--- config.mk ---
export PLATFORM = sky130hd
export DESIGN_NAME = ws2812_decoder
export DESIGN_NICKNAME = d
export VERILOG_FILES = /design/src/rtl/ws2812_decoder.sv
export SDC_FILE = /design/constraint.sdc
export NUM_CORES = 1
export LEC_CHECK = 0
export BUFFER_PORTS_ARGS = -buffer_cell sky130_fd_sc_hd__buf_2
export CAP_MARGIN = 10
export CORE_ASPECT_RATIO = 1.4
export CORE_MARGIN = 3
export CORE_UTILIZATION = 30
export CTS_BUF_LIST = sky130_fd_sc_hd__clkbuf_2
export DETAILED_ROUTE_END_ITERATION = 10
export SYNTH_ARGS = -nofsm -noshare
export SYNTH_HDL_FRONTEND = slang
export SYNTH_SLANG_ARGS = --single-unit
export TNS_END_PERCENT = 50
--- constraint.sdc ---
create_clock -name clk -period 4.2 [get_ports clk]
set_clock_uncertainty 0.05 [all_clocks]
set_input_delay 0.42 -clock clk [delete_from_list [all_inputs] [get_ports clk]]
set_output_delay 0.42 -clock clk [all_outputs]
set_load 0.05 [all_outputs]
--- src/rtl/ws2812_decoder.sv ---
// WS2812 serial receiver: recovers 24-bit GRB pixels from the single-wire line,
// tracks frame position, and flags timing and overflow problems.
module ws2812_decoder #(
   parameter  int NUM_PIXELS   = 64,
   parameter  int BIT_THRESH   = 7,
   parameter  int MIN_HIGH     = 2,
   parameter  int MAX_HIGH     = 14,
   parameter  int LATCH_CYCLES = 600,
   localparam int PIX_W        = $clog2(NUM_PIXELS)
) (
   input  logic             clk,
   input  logic             SW,
   input  logic             din,
   output logic             pixel_valid,
   output logic [23:0]      pixel_data,
   output logic [PIX_W-1:0] pixel_index,
   output logic             frame_done,
   output logic [PIX_W:0]   frame_pixels,
   output logic             err_timing,
   output logic             err_overflow
);

   localparam int LCW = $clog2(LATCH_CYCLES + 1);
   localparam int HCW = $clog2(MAX_HIGH + 2);

   localparam logic [LCW-1:0]   LATCH_MAX = LCW'(LATCH_CYCLES);
   localparam logic [LCW-1:0]   LATCH_M1  = LCW'(LATCH_CYCLES - 1);
   localparam logic [LCW-1:0]   LOW_ONE   = LCW'(1);
   localparam logic [HCW-1:0]   H_MIN     = HCW'(MIN_HIGH);
   localparam logic [HCW-1:0]   H_ONE     = HCW'(BIT_THRESH);
   localparam logic [HCW-1:0]   H_MAX     = HCW'(MAX_HIGH);
   localparam logic [HCW-1:0]   H_SAT     = HCW'(MAX_HIGH + 1);
   localparam logic [HCW-1:0]   H_FIRST   = HCW'(1);
   localparam logic [PIX_W:0]   PIX_MAX   = (PIX_W+1)'(NUM_PIXELS);

   typedef enum logic [1:0] {SYNC, LOW, HIGH} state_t;

   state_t           state;
   logic             din_s1;
   logic             din_s2;
   logic [LCW-1:0]   low_cnt;
   logic [HCW-1:0]   high_cnt;
   logic [4:0]       bit_cnt;
   logic [PIX_W:0]   pix_cnt;
   logic [23:0]      shreg;
   logic             clr_pend;

   logic             bit_val;
   logic [23:0]      shifted;
   logic             frame_end;

   assign bit_val   = (high_cnt >= H_ONE);
   assign shifted   = {shreg[22:0], bit_val};
   // Frame end is judged on the saturated count, so a rising edge arriving in
   // that same cycle still closes the frame before the new pulse is timed.
   assign frame_end = (state == LOW) && (low_cnt == LATCH_MAX) &&
                      ((pix_cnt != '0) || (bit_cnt != '0));

   always_ff @(posedge clk or negedge SW) begin
      if (!SW) begin
         state        <= SYNC;
         din_s1       <= 1'b0;
         din_s2       <= 1'b0;
         low_cnt      <= '0;
         high_cnt     <= '0;
         bit_cnt      <= '0;
         pix_cnt      <= '0;
         shreg        <= '0;
         clr_pend     <= 1'b0;
         pixel_valid  <= 1'b0;
         pixel_data   <= '0;
         pixel_index  <= '0;
         frame_done   <= 1'b0;
         frame_pixels <= '0;
         err_timing   <= 1'b0;
         err_overflow <= 1'b0;
      end else begin
         din_s1      <= din;
         din_s2      <= din_s1;
         pixel_valid <= 1'b0;
         frame_done  <= 1'b0;

         case (state)
            SYNC: begin
               if (din_s2) begin
                  low_cnt <= '0;
               end else if (low_cnt == LATCH_M1) begin
                  // Resynchronised: treat as a frame boundary for error clearing.
                  state    <= LOW;
                  low_cnt  <= LATCH_MAX;
                  clr_pend <= 1'b1;
               end else begin
                  low_cnt <= low_cnt + 1'b1;
               end
            end

            LOW: begin
               if (frame_end) begin
                  frame_done   <= 1'b1;
                  frame_pixels <= pix_cnt;
                  pix_cnt      <= '0;
                  bit_cnt      <= '0;
                  clr_pend     <= 1'b1;
                  if (bit_cnt != '0)
                     err_timing <= 1'b1;
               end
               if (din_s2) begin
                  // The edge cycle itself is the first high cycle of the pulse.
                  state    <= HIGH;
                  high_cnt <= H_FIRST;
               end else if (low_cnt != LATCH_MAX) begin
                  low_cnt <= low_cnt + 1'b1;
               end
            end

            HIGH: begin
               if (din_s2) begin
                  if (high_cnt != H_SAT)
                     high_cnt <= high_cnt + 1'b1;
               end else begin
                  state   <= LOW;
                  low_cnt <= LOW_ONE;
                  if (high_cnt > H_MAX) begin
                     err_timing <= 1'b1;
                     bit_cnt    <= '0;
                     state      <= SYNC;
                  end else if (high_cnt >= H_MIN) begin
                     shreg <= shifted;
                     if (clr_pend) begin
                        err_timing   <= 1'b0;
                        err_overflow <= 1'b0;
                        clr_pend     <= 1'b0;
                     end
                     if (bit_cnt == 5'd23) begin
                        bit_cnt <= '0;
                        if (pix_cnt == PIX_MAX) begin
                           err_overflow <= 1'b1;
                        end else begin
                           pixel_valid <= 1'b1;
                           pixel_data  <= shifted;
                           pixel_index <= pix_cnt[PIX_W-1:0];
                           pix_cnt     <= pix_cnt + 1'b1;
                        end
                     end else begin
                        bit_cnt <= bit_cnt + 1'b1;
                     end
                  end
               end
            end

            default: state <= SYNC;
         endcase
      end
   end

endmodule

# Yosys cells after proc, flatten, opt, wreduce, memory -nomap -nowiden
# Cells that the tools add are included.
[op_classes]
bitwise_logic = 3
order_cmp = 3
n_addsub = 4
muxes = 54
n_eq_ne = 24
reduce_logical = 18
[op_table]
columns = ["op", "count"]
rows = [
  ["two-way mux 10 bit", 5],
  ["two-way mux 7 bit", 6],
  ["case mux 10 bit (3 select lines)", 1],
  ["two-way mux 5 bit", 5],
  ["two-way mux 1 bit", 24],
  ["inequality test 2 bit, second input constant", 12],
  ["== test 10 bit, second input constant", 2],
  ["AND reduction 4 bit", 5],
  ["case mux 7 bit (2 select lines)", 1],
  ["AND reduction 7 bit", 2],
  ["two-way mux 4 bit", 3],
  ["AND reduction 6 bit", 2],
  ["adder 10 x 1 -> 10 bit, second input constant", 1],
  ["inequality test 10 bit, second input constant", 1],
  ["case mux 5 bit (2 select lines)", 1],
  ["two-way mux 2 bit", 4],
  ["case mux 4 bit (2 select lines)", 1],
  ["adder 7 x 1 -> 7 bit, second input constant", 1],
  ["== test 7 bit, second input constant", 1],
  ["nonzero test 7 bit", 1],
  ["inequality test 3 bit, second input constant", 2],
  ["case mux 2 bit (3 select lines)", 1],
  ["adder 5 x 1 -> 5 bit, second input constant", 1],
  ["== test 5 bit, second input constant", 1],
  ["18 further kinds", 22],
]
[word_totals]
reg_bits = 95
in_bits = 3
out_inout_bits = 41
word_cells = 122

# Depth between registers and ports, before layout
[logic_depth]
ltp_word = 7
mapped_depth = 9
ltp_nobuf = 7

# Least setup slack after synthesis
# No wires, ideal clock.
[synth_timing]
kind = "register to register"
startpoint = "reg state[0]"
endpoint = "reg low_cnt[8]"
period_less_slack_ps = 2258
t_arrival_ps = 2125
setup_slack_ps = 1942
path_buffers = 2
stages_incl_launch_ff = 9
required_time_ps = 4067
setup_ps = 83
cell_sequence = "dfrtp_1 -> ha_1 -> and4b_1 -> and3_1 -> buf_6 -> or3_1 -> clkbuf_2 -> or4_1 -> o21ai_0"
[synth_between]
elab_chain_cells = 3
[synth_lines]
columns = ["item", "line", "rtl"]
rows = [
  ["start, declared", "38", "state_t state;"],
  ["start signal, assigned", "61", "state <= SYNC;"],
  ["start signal, assigned", "89", "state <= LOW;"],
  ["start signal, assigned", "109", "state <= HIGH;"],
  ["== test 2 x 1 -> 1 bit, or another cell as far along", "83", "case (state)"],
  ["inequality test 2 x 1 -> 1 bit (no source line), or another cell as far along", "n/a", ""],
  ["AND reduction 4 bit (no source line)", "n/a", ""],
  ["end signal, assigned", "93", "low_cnt <= low_cnt + 1'b1;"],
  ["end signal, assigned", "112", "low_cnt <= low_cnt + 1'b1;"],
  ["end, declared", "41", "logic [LCW-1:0] low_cnt;"],
]
# Parallel ways exist; a longest one is shown, timed or not.
# A chain may end at the register's enable or synchronous reset.

# Worst setup path after layout
[layout_timing]
startpoint = "reg state[1]"
endpoint = "reg pix_cnt[2]"
[layout_between]
elab_chain_cells = 5
[layout_lines]
columns = ["item", "line", "rtl"]
rows = [
  ["== test 2 x 1 -> 1 bit", "56, 83", ""],
  ["logical AND 1 bit (2 in series)", "56", "assign frame_end = (state == LOW) && (low_cnt == LATCH_MAX) &&"],
  ["inequality test 2 bit (no source line)", "n/a", ""],
  ["AND reduction 7 bit (no source line)", "n/a", ""],
  ["end signal, assigned", "142", "pix_cnt <= pix_cnt + 1'b1;"],
  ["end, declared", "44", "logic [PIX_W:0] pix_cnt;"],
]
# Parallel ways exist; a longest one is shown, timed or not.

==> results.py <==
metrics = {
    "critical_path": {
        "crit_family": "compound AO/OA/AOI/OAI gates",
        "reg2reg_to": "pix_cnt[2]",
        "cp-start-kind": "flip-flop",
        "critPathBufInv": 1,
        "r2r-start": "state[1]",
        "crit_start": "state[1]",
        "crit_path_max_fanout": 15,
        "crit_path_max_incr_delay_ns": 0.87,
        "reg2reg_slack_ns": 1.37,
        "cp_slowest_cell": "o211ai_1",
        "arrival_ns": 3.27,
        "critical_path_class": "reg2reg",
        "reg2reg_depth": 7,
        "required_ns": 4.64,
        "crit_chain": "inv_1, ha_1, and4b_1, and3_1, o211ai_1, nor4bb_1, a211o_1",
        "cp-end-kind": "flip-flop",
    },
    "grt": {
        "antenna_found_initial": 0,
        "grt_overflow_total": 0,
        "grt_max_degree": 64,
        "grt_pass1_wl_mm": 14.9,
        "groute.usage.overall_pct": 11.5,
        "grt_pass1_vias": 3072,
    },
    "cts": {
        "clock_sinks": 95,
        "clockBufferDepth": 2,
        "cts_buffers": 9,
        "h-tree-depth": 3,
        "clock_latency_ns": 0.56,
        "cts_tree": "built",
        "clk_pin_slew_worst_paths_ns": 0.27,
        "root_buffer": "clkbuf_2",
    },
    "layout": {
        "post-route-util_pct": 34.7,
        "final_nets": 449,
        "regArea_sq_um": 2380,
        "final_cells": 624,
        "diodes": 0,
        "multi_input_area_sq_um": 1860,
        "drive_gt1_share_pct": 26.7,
        "area_growth_pct": 11.6,
        "fillers": 1413,
        "final_area_sq_um": 4890,
    },
    "pwr": {
        "p_clk_share_pct": 28.8,
        "switching_share_pct": 25.2,
        "total_leakage_power_uw": 0.00242,
        "total_power_uw": 1350,
        "powerDensity_nw_per_um2": 276,
        "switching_power_uw": 340,
        "intPower_uw": 1010,
        "vdd_drop_max_mv": 0.163,
        "comb_power_share_pct": 2.6,
        "pwr-share-seq_pct": 68.6,
    },
    "placement": {
        "portBuffers": 43,
        "placed_area_sq_um": 4790,
        "hpwl_mm": 6.14,
        "gp_congestion": 0.821,
        "dp_cells": 606,
    },
    "yosys": {
        "ys_seq_area_share_pct": 54.2,
        "synth_nets": 406,
        "ys_warn_count": 0,
        "async_reset_ff_share_pct": 100,
        "syn_area_sq_um": 4380,
        "synth_edf_count": 0,
        "ys.flop_type": "dfrtp_1",
        "syn_inst": 391,
        "yosys.cell_types.count": 45,
        "ys_seq_elements": 95,
        "synth.avg_cell_area_sq_um": 11.2,
    },
    "timing": {
        "hold_violations": 0,
        "fin_tns_setup_ns": 0,
        "slew_headroom_pct": 28.3,
        "fin_crit_ns": 2.83,
        "setup_viol": 0,
        "rsz0062_at_grt": "false",
        "max_freq_mhz": 353,
        "tightest_slew_ns": 1.07,
        "finalMaxSlewViolations": 0,
        "fin_crit_sh_pct": 67.5,
    },
    "routing": {
        "post_drt_wl_per_cell_microns": 14.3,
        "drt-total-wl_mm": 8.95,
        "first_pass_iters": 4,
        "avgViaCountPerCell": 4.99,
        "via_count": 3111,
        "detail-route-antenna-nets": 0,
        "post-route-drc-count": 0,
        "drt_iter0_markers": 130,
    },
    "die": {
        "initial_utilization_pct": 31.1,
        "floorplan.rows": 51,
        "die_width_microns": 108,
        "die_h_microns": 149,
        "core_area_sq_um": 14100,
        "pin_count": 44,
        "dieArea_sq_um": 16100,
    },
    "flow_run": {
        "cap_violations": 0,
    },
    "min_path": {
        "min_path_cells": 0,
        "hold_start": "din_s1",
        "min_to": "din_s2",
        "hp-class": "reg2reg",
    },
    "run_status": {
        "status": "finished clean",
    },
}
## cells in the final DEF, fill, tap and decap left out, types with 3 or more instances in the layout
master,n
dfrtp_1,95
mux2_2,53
nand2_1,43
buf_2,42
o21ai_0,31
inv_1,18
nand3_1,16
a21oi_1,13
ha_1,12
nor2_1,11
clkbuf_2,10
nand4_1,8
nand3b_1,7
o221ai_1,7
nor4_1,5
nor3_1,5
mux2i_1,5
buf_4,5
and3_1,4
nand4b_1,4
nand2b_1,4
nor2b_1,3
or3_1,3
## cell type report
class | instances | area share (%)
clock buffer | 10 | 1.02
clock inverter | 6 | 0.716
inverter | 18 | 1.38
multi-input combinational | 261 | 38.1
sequential | 95 | 48.6
tap | 185 | 4.73
timing repair buffer | 49 | 5.47
## power by group through the flow
stage          registers [uW]  clock network, uW  logic, uW
6_report                  925                388       35.5
5_1_grt                   927                441       42.2
4_1_cts                   925                410       37.5
3_5_place_dp              940                  0       36.0
3_3_place_gp              940                  0       34.5
2_1_floorplan             938                  0       12.6
## flip-flops by register name, summed over array words and instances (netlist names), 2 cells and up
register	count
state	2
high_cnt	4
shreg	23
frame_pixels	7
low_cnt	10
bit_cnt	5
pix_cnt	7
pixel_data	24
pixel_index	6
## worst max-delay path by stage
stage	slack (ns)	cells past startpoint	to
2_1_floorplan	1.94	8	low_cnt[8]
3_3_place_gp	1.60	7	pix_cnt[2]
3_5_place_dp	1.41	7	pix_cnt[2]
4_1_cts	1.39	7	pix_cnt[2]
5_1_grt	1.16	7	pix_cnt[2]
6_report	1.37	7	pix_cnt[2]
## routing by layer
| layer | track usage (%) | wire [microns] | vias to the layer above |
|---|---|---|---|
| met5 | 0 | 0 | - |
| met4 | 4.93 | 134 | 0 |
| met3 | 2.21 | 302 | 11 |
| met2 | 19.5 | 4540 | 54 |
| met1 | 14.1 | 3970 | 1547 |
| li1 | - | - | 1499 |
## logic make-up (layout without fill, tap and decap cells)
family                     Yosys count  count (layout)  share of synthesized area (%)
and+or+nand+nor                    122             122                           14.6
muxes                               58              58                           14.8
adders and majority gates           12              12                           3.43
buffers and inverters               35              83                           3.28
DFF                                 95              95                           54.2
AOI/OAI and AO/OA                   69              69                           9.71
## synthesized netlist by cell type, types with 5 or more instances
cell type	instances	area (sq um)
a21oi_1	13	65.1
clkbuf_1	11	41.3
dfrtp_1	95	2380
ha_1	12	150
inv_1	18	67.6
mux2_2	53	597
mux2i_1	5	50.1
nand2_1	43	161
nand3_1	16	80.1
nand3b_1	7	52.6
nand4_1	8	50.1
nor2_1	12	45.0
nor3_1	5	25.0
nor4_1	5	31.3
o21ai_0	31	155
o221ai_1	7	61.3
## what timing repair did
item | 4_1_cts | 5_1_grt
endpoints found under the hold margin | 63 | 0
gates resized for setup | 0 | 0
hold buffers | 2 | 0
buffers inserted | 0 | 0
## through the flow
step / setup slack (ns) / hold slack (ns)
floorplan: 1.94 / 0.0744
CTS: 1.39 / 0.342
global route: 1.16 / 0.357
detailed placement: 1.41 / 0.291
global placement: 1.60 / 0.286
finish: 1.37 / 0.334
Note: power is estimated with default switching activity, not from simulation.
